$ cat src/rtl/multi_ff_bank.sv
// Bank of WIDTH flip-flops switchable between SR, JK, D and T behaviour,
// with SR collision tracking. Define MULTI_FF_BANK_ASSERT_EN to compile the built-in assertions.
module multi_ff_bank #(
  parameter int               WIDTH     = 8,
  parameter logic [WIDTH-1:0] RESET_VAL = '0,
  parameter int               COLL_POL  = 0,
  parameter int               CNT_W     = 8
) (
  input  logic             clk,
  input  logic             rst,
  input  logic             en,
  input  logic [1:0]       mode,
  input  logic [WIDTH-1:0] a,
  input  logic [WIDTH-1:0] b,
  input  logic             clr_flag,
  output logic [WIDTH-1:0] q,
  output logic [WIDTH-1:0] qb,
  output logic [WIDTH-1:0] coll_mask,
  output logic             coll_flag,
  output logic [CNT_W-1:0] coll_cnt
);

  localparam logic [1:0] MODE_SR = 2'b00;
  localparam logic [1:0] MODE_JK = 2'b01;
  localparam logic [1:0] MODE_D  = 2'b10;
  localparam logic [1:0] MODE_T  = 2'b11;

  logic [WIDTH-1:0] q_reg;
  logic [WIDTH-1:0] q_next;
  logic [WIDTH-1:0] coll_mask_reg;
  logic             coll_flag_reg;
  logic [CNT_W-1:0] coll_cnt_reg;
  logic             coll_cycle;

  genvar gi;
  generate
    for (gi = 0; gi < WIDTH; gi++) begin : g_bit
      logic bit_next;
      always_comb begin
        bit_next = q_reg[gi];
        case (mode)
          MODE_SR: begin
            case ({a[gi], b[gi]})
              2'b10:   bit_next = 1'b1;
              2'b01:   bit_next = 1'b0;
              2'b11: begin
                // Policy 3 (and anything unexpected) falls back to hold.
                if (COLL_POL == 1)      bit_next = 1'b1;
                else if (COLL_POL == 2) bit_next = 1'b0;
                else                    bit_next = q_reg[gi];
              end
              default: bit_next = q_reg[gi];
            endcase
          end
          MODE_JK: begin
            case ({a[gi], b[gi]})
              2'b10:   bit_next = 1'b1;
              2'b01:   bit_next = 1'b0;
              2'b11:   bit_next = ~q_reg[gi];
              default: bit_next = q_reg[gi];
            endcase
          end
          MODE_D:  bit_next = a[gi];
          default: bit_next = q_reg[gi] ^ a[gi];
        endcase
      end
      assign q_next[gi] = bit_next;
    end
  endgenerate

  assign coll_cycle = en && (mode == MODE_SR) && ((a & b) != '0);

  always_ff @(posedge clk) begin
    if (rst) begin
      q_reg         <= RESET_VAL;
      coll_mask_reg <= '0;
      coll_flag_reg <= 1'b0;
      coll_cnt_reg  <= '0;
    end else begin
      if (en) begin
        q_reg         <= q_next;
        coll_mask_reg <= (mode == MODE_SR) ? (a & b) : '0;
      end
      // A collision in the same cycle as a clear restarts the count at one.
      if (coll_cycle) begin
        coll_flag_reg <= 1'b1;
        if (clr_flag)
          coll_cnt_reg <= CNT_W'(1);
        else if (coll_cnt_reg != '1)
          coll_cnt_reg <= coll_cnt_reg + CNT_W'(1);
      end else if (clr_flag) begin
        coll_flag_reg <= 1'b0;
        coll_cnt_reg  <= '0;
      end
    end
  end

  assign q         = q_reg;
  assign qb        = ~q_reg;
  assign coll_mask = coll_mask_reg;
  assign coll_flag = coll_flag_reg;
  assign coll_cnt  = coll_cnt_reg;

`ifdef MULTI_FF_BANK_ASSERT_EN
  logic seen_rst_reg;
  always_ff @(posedge clk) begin
    if (rst) seen_rst_reg <= 1'b1;
  end

  a_reset: assert property (@(posedge clk) rst |=>
      (q == RESET_VAL) && (coll_mask == '0) && !coll_flag && (coll_cnt == '0))
    else $error("reset state wrong");
  a_d_mode: assert property (@(posedge clk) disable iff (rst)
      en && mode == MODE_D |=> q == $past(a))
    else $error("D mode update wrong");
  a_t_mode: assert property (@(posedge clk) disable iff (rst)
      en && mode == MODE_T |=> q == ($past(q) ^ $past(a)))
    else $error("T mode update wrong");
  a_cnt_sat: assert property (@(posedge clk) disable iff (rst)
      coll_cnt == '1 && !clr_flag |=> coll_cnt == '1)
    else $error("collision counter wrapped");
  a_no_x: assert property (@(posedge clk) !rst && seen_rst_reg |-> !$isunknown(q))
    else $error("q unknown after reset");

  generate
    for (gi = 0; gi < WIDTH; gi++) begin : g_chk
      a_set: assert property (@(posedge clk) disable iff (rst)
          en && !mode[1] && a[gi] && !b[gi] |=> q[gi])
        else $error("SR/JK set wrong");
      a_clr: assert property (@(posedge clk) disable iff (rst)
          en && !mode[1] && !a[gi] && b[gi] |=> !q[gi])
        else $error("SR/JK clear wrong");
      a_hold: assert property (@(posedge clk) disable iff (rst)
          en && !mode[1] && !a[gi] && !b[gi] |=> q[gi] == $past(q[gi]))
        else $error("SR/JK hold wrong");
      a_jk_tog: assert property (@(posedge clk) disable iff (rst)
          en && mode == MODE_JK && a[gi] && b[gi] |=> q[gi] != $past(q[gi]))
        else $error("JK toggle wrong");
      a_sr_coll: assert property (@(posedge clk) disable iff (rst)
          en && mode == MODE_SR && a[gi] && b[gi] |=>
          q[gi] == ((COLL_POL == 1) ? 1'b1 : (COLL_POL == 2) ? 1'b0 : $past(q[gi])))
        else $error("SR collision policy wrong");
    end
  endgenerate
`endif

endmodule
$ cat config.mk
export PLATFORM = sky130hd
export DESIGN_NAME = multi_ff_bank
export DESIGN_NICKNAME = d
export VERILOG_FILES = /design/src/rtl/multi_ff_bank.sv
export SDC_FILE = /design/constraint.sdc
export NUM_CORES = 1
export LEC_CHECK = 0
export ABC_AREA = 1
export BUFFER_PORTS_ARGS = -buffer_cell sky130_fd_sc_hd__buf_2
export CAP_MARGIN = 20
export CORE_MARGIN = 5
export CORE_UTILIZATION = 55
export CTS_CLUSTER_DIAMETER = 120
export DETAILED_ROUTE_END_ITERATION = 10
export GPL_ROUTABILITY_DRIVEN = 0
export GPL_TIMING_DRIVEN = 0
export PLACE_DENSITY = 0.81
export SETUP_SLACK_MARGIN = 0.1
export SLEW_MARGIN = 20
export SYNTH_ARGS = -nofsm -noshare
export SYNTH_HDL_FRONTEND = slang
export SYNTH_SLANG_ARGS = --single-unit
$ cat constraint.sdc
create_clock -name clk -period 2.45 [get_ports clk]
set_input_delay 0.3675 -clock clk [delete_from_list [all_inputs] [get_ports clk]]
set_output_delay 0.3675 -clock clk [all_outputs]
set_load 0.02 [all_outputs]
# Yosys cells after proc, flatten, opt, wreduce, memory -nomap -nowiden
# Index checks and enable logic that the tools add are counted.
# classes
addsub	1
n_eq_ne	43
mux	31
n_bitwise	18
reduce_logical	15
# op_table
op	count
$pmux W1 S3	16
$mux W8	5
$eq A2 B2 Y1 const B	17
$ne A4 B1 Y1 const B	7
$ne A3 B1 Y1 const B	8
$reduce_and A3 Y1	8
$eq A2 B1 Y1 const B	9
$pmux W1 S2	8
$add A8 B1 Y8 const B	1
$and A8 B8 Y8	1
$ne A8 B8 Y1 const B	1
$not A1 Y1	8
$not A8 Y8	1
$reduce_bool A8 Y1	1
$xor A1 B1 Y1	8
$ne A4 B4 Y1 const B	1
$reduce_bool A2 Y1	2
$logic_and A1 B1 Y1	2
$logic_not A2 Y1	1
$mux W1	2
$reduce_and A2 Y1	1
# totals
register_bits	25
out_inout_bits	33
word_cells	119

# Logic depth before layout (Yosys ltp)
# depth
depth_word	5
depth_mapped	9

# Least setup slack after synthesis
# OpenSTA, ideal clock, no wires.
# synth_timing
path_kind	register to register
start	register coll_cnt_reg[1] (netlist: coll_cnt[1])
end	register coll_cnt_reg[5] (netlist: coll_cnt[5])
arrival_ps	1392
setup_slack_ps	940
stages_incl_launch_ff	9
n_path_buf	0
synth_period_minus_slack_ps	1510
cell_sequence	dfxtp_1 -> ha_1 -> nand2_1 -> nor2_1 -> nand2_1 -> nand3_4 -> nand2_4 -> a21oi_1 -> nor2_1
# synth_via
elab_chain_len	4
# synth_lines
item	line_no	text
from (decl)	32	logic [CNT_W-1:0] coll_cnt_reg;
from (signal assigned)	90	coll_cnt_reg <= coll_cnt_reg + CNT_W'(1);
$add A8 B1 Y8	90	
$mux W8	89	else if (coll_cnt_reg != '1)
$mux W8	87	if (clr_flag)
$mux W8	85	if (coll_cycle) begin
# Parallel ways exist; a longest one is shown, timed or not. The select of a mux whose other input is x is not followed.
# A chain may end at the register's enable or synchronous reset.

# Final worst setup path
# layout_timing
start	register coll_cnt_reg[0] (netlist: coll_cnt[0])
end	register coll_cnt_reg[2] (netlist: coll_cnt[2])
# Same word-level chain as after synthesis.

==> results by group <==
Run status
  • Status: completed

Final layout
  • N_diodes: 0
  • Core Util, Final: roughly 67%
  • Layout Nets: between 300 and 400
  • Reg area: ~500 um^2
  • Fillcell total: between 300 and 400
  • Area growth, synth to finish: 18.9%
  • Share of layout cells above drive strength 1: 20.2%
  • Multi-input logic area: roughly 1200 um^2

Clock network
  • TritonCTS Buffers: 3
  • Clock Root Buffer: clkbuf_4
  • CTS tree: yes
  • Clock slew at reported path FFs: 0.15 ns
  • Worst-skew pair later-pin latency: 0.32 ns
  • CTS Sinks: 25
  • PostCTS Resize Cnt: 0
  • Hold_buf cts: 0
  • Max clock buf depth: 2
  • H-tree levels: 1
  • Setup Buffers After CTS: 0

Logic synthesis
  • Synth top area share: about a quarter
  • Top area cells in the synthesized netlist: dfxtp_1 26%, nand2_1 15%, ha_1 13%
  • Synthesized area: ~1900 um^2
  • Post-synth ARST share: 0%
  • Post-Syn Area per Cell: approximately 6.4 um^2
  • Count of cell types in the netlist: 26
  • Syn. warnings: 0
  • FF+latch count, synth: 25
  • Most used DFF post-synth: dfxtp_1
  • Mapped Nets: between 300 and 400
  • Syn Inst Count: slightly below 300
  • EDFF count, synth: 0
  • Synth cell count leaders: 73 x nand2_1, 43 x inv_1, 42 x nor2_1, 25 x dfxtp_1, 24 x a21oi_1
  • Post-synthesis sequential area ratio: between 20% and 30%
  • Most frequent cell after synthesis: nand2_1
  • Yosys top cell by area: dfxtp_1

Floorplan
  • Die extent in x: between 60 and 70 um
  • Ports: 55
  • Core ar.: 3340 um^2
  • Die ar.: 4710 um^2
  • FP Rows: 21
  • Initial Util: 56.6%
  • Chip height: between 60 and 70 um

Worst setup path
  • WP data arrival: around 1.9 ns
  • Reg2Reg Depth: 8
  • Kind of critical path: reg -> reg
  • CP Cell Sequence: ha_1 -> nand2_1 -> nor2_1 -> nand2_1 -> nand3_4 -> nand2_4 -> a21oi_1 -> nor2_1
  • WP depth: 8
  • Crit start category: flop
  • Critical Path End Type: flop
  • Critical Path RT: approximately 2.7 ns
  • CP max-delay cell: dfxtp_1
  • Worst-path maximum fanout: 9
  • CP delay by family, top: simple AND/OR/NAND/NOR gates
  • Slowest cell delay on critical path: 0.42 ns
  • Worst Path Buf+Inv: 0

Hold path
  • HP Class: in -> reg
  • Worst Hold Depth: 2

Detailed routing
  • Residual DRC count: 0
  • DR vias: slightly above 2000
  • Antenna Violating Nets Remaining: 0
  • Drt first pass iters: 4
  • Avg Vias per Cell: about 5.2
  • Routed WL per cell: around 12 um
  • Initial DRC Count: between 100 and 150
  • Routed WL: about 4.7 mm

Placement
  • # port buffers: 54
  • Pre-CTS WS: 0.797 ns
  • Placed wire-length estimate: 3.71 mm

Power
  • Leak: roughly 1.1 nW
  • Clock network power share: between 20% and 30%
  • PwrDens: 403 nW/um^2
  • Peak VDD IR: 0.301 mV
  • Power share of the sequential group: about half
  • Pint: 0.578 mW
  • Part of the power in combinational logic: a little under a third
  • Sw frac: between 30% and 40%
  • NetSw: around 0.33 mW

Global routing
  • Pin count of the biggest net entering global routing: 16
  • Initial antenna violation count: 0
  • Vias in the first global route: between 1500 and 2000
  • Total Routing Usage GR: ~21%
  • First-pass GRT wire length: 7.62 mm
  • Total global routing overflow: 0

Timing
  • Worst Slack Setup Final: just over 0.8 ns
  • Unrepaired setup endpoints after global routing: no
  • Slew Viols, Final: 0
  • Tcrit/Tclk final: 66.1%
  • Tightest Pin Transition: around 0.54 ns
  • Setup TNS: 0 ns
  • Slew Limit Headroom: between 60% and 70%
  • Fin Clk Skew: between 0.0015 and 0.002 ns
  • Peak Freq: ~0.62 GHz
  • Endpoints failing setup: 0
  • Final critical-path required period: roughly 1.6 ns
  • Final-report hold violation count: 0

Flow run
  • Max Cap Viol: 0
-- power by group through the flow --
stage	clock, mW	combinational, mW	sequential (mW)
detailed placement	0	0.271	0.446
finish	0.197	0.272	0.438
CTS	0.202	0.272	0.438
global route	0.220	0.304	0.441
global placement	0	0.265	0.446
floorplan	0	0.155	0.466
-- cell usage in the layout, fill, tap and decap left out, types with 2 or more instances in the layout --
master,n
nand3_1,9
dfxtp_1,25
inv_1,43
ha_1,20
a21oi_1,24
nand4_1,6
a31oi_1,5
nor3_1,3
o21ai_1,6
nor2_1,42
buf_2,54
inv_2,4
o211ai_1,2
nand2_4,3
nand2_1,73
clkbuf_4,3
o21ai_0,18
-- cell families (layout without fill, tap and decap cells) --
logic type | count (synthesis) | after routing | share of synthesized area (%)
compound gates | 61 | 61 | 18.0
fa+ha+maj | 20 | 20 | 13.2
buf+inv | 49 | 107 | 10.1
flops | 25 | 25 | 26.5
simple gates | 139 | 139 | 32.1
-- per-stage QoR --
step                      area (um^2)  power [mW]  instances  hold WS, ns
after global routing             2250       0.965        398        0.315
final                            2250       0.906        398        0.302
after global placement           2220       0.711        394        0.445
after CTS                        2250       0.912        398        0.291
after floorplan                  1890       0.621        294        0.480
after detailed placement         2220       0.717        394        0.454
-- final timing paths --
kind,slack (ns),to,start
hold / removal,0.30,coll_flag,rst
hold reg to reg,0.47,coll_mask[4],coll_mask[4]
setup / recovery,0.83,coll_cnt[2],coll_cnt[0]
setup reg to reg,0.83,coll_cnt[2],coll_cnt[0]
-- layout make-up --
cell class	instances	area share, %
Buffer	2	0.668
Clock buffer	3	1.00
Clock inverter	1	0.334
Inverter	47	7.85
Multi-Input combinational cell	220	53.3
Sequential cell	25	22.3
Tap cell	46	2.56
Timing Repair Buffer	54	12.0
-- per-layer routing --
layer  routed length, um  track usage, %  vias to the layer above
met3                 356            2.76                        4
met2                2190            35.6                       66
met5                   0               0                        -
met1                2170            27.5                      935
met4                  31            3.97                        0
li1                    -               -                     1066
No activity file was read; power rests on OpenSTA's default activity.
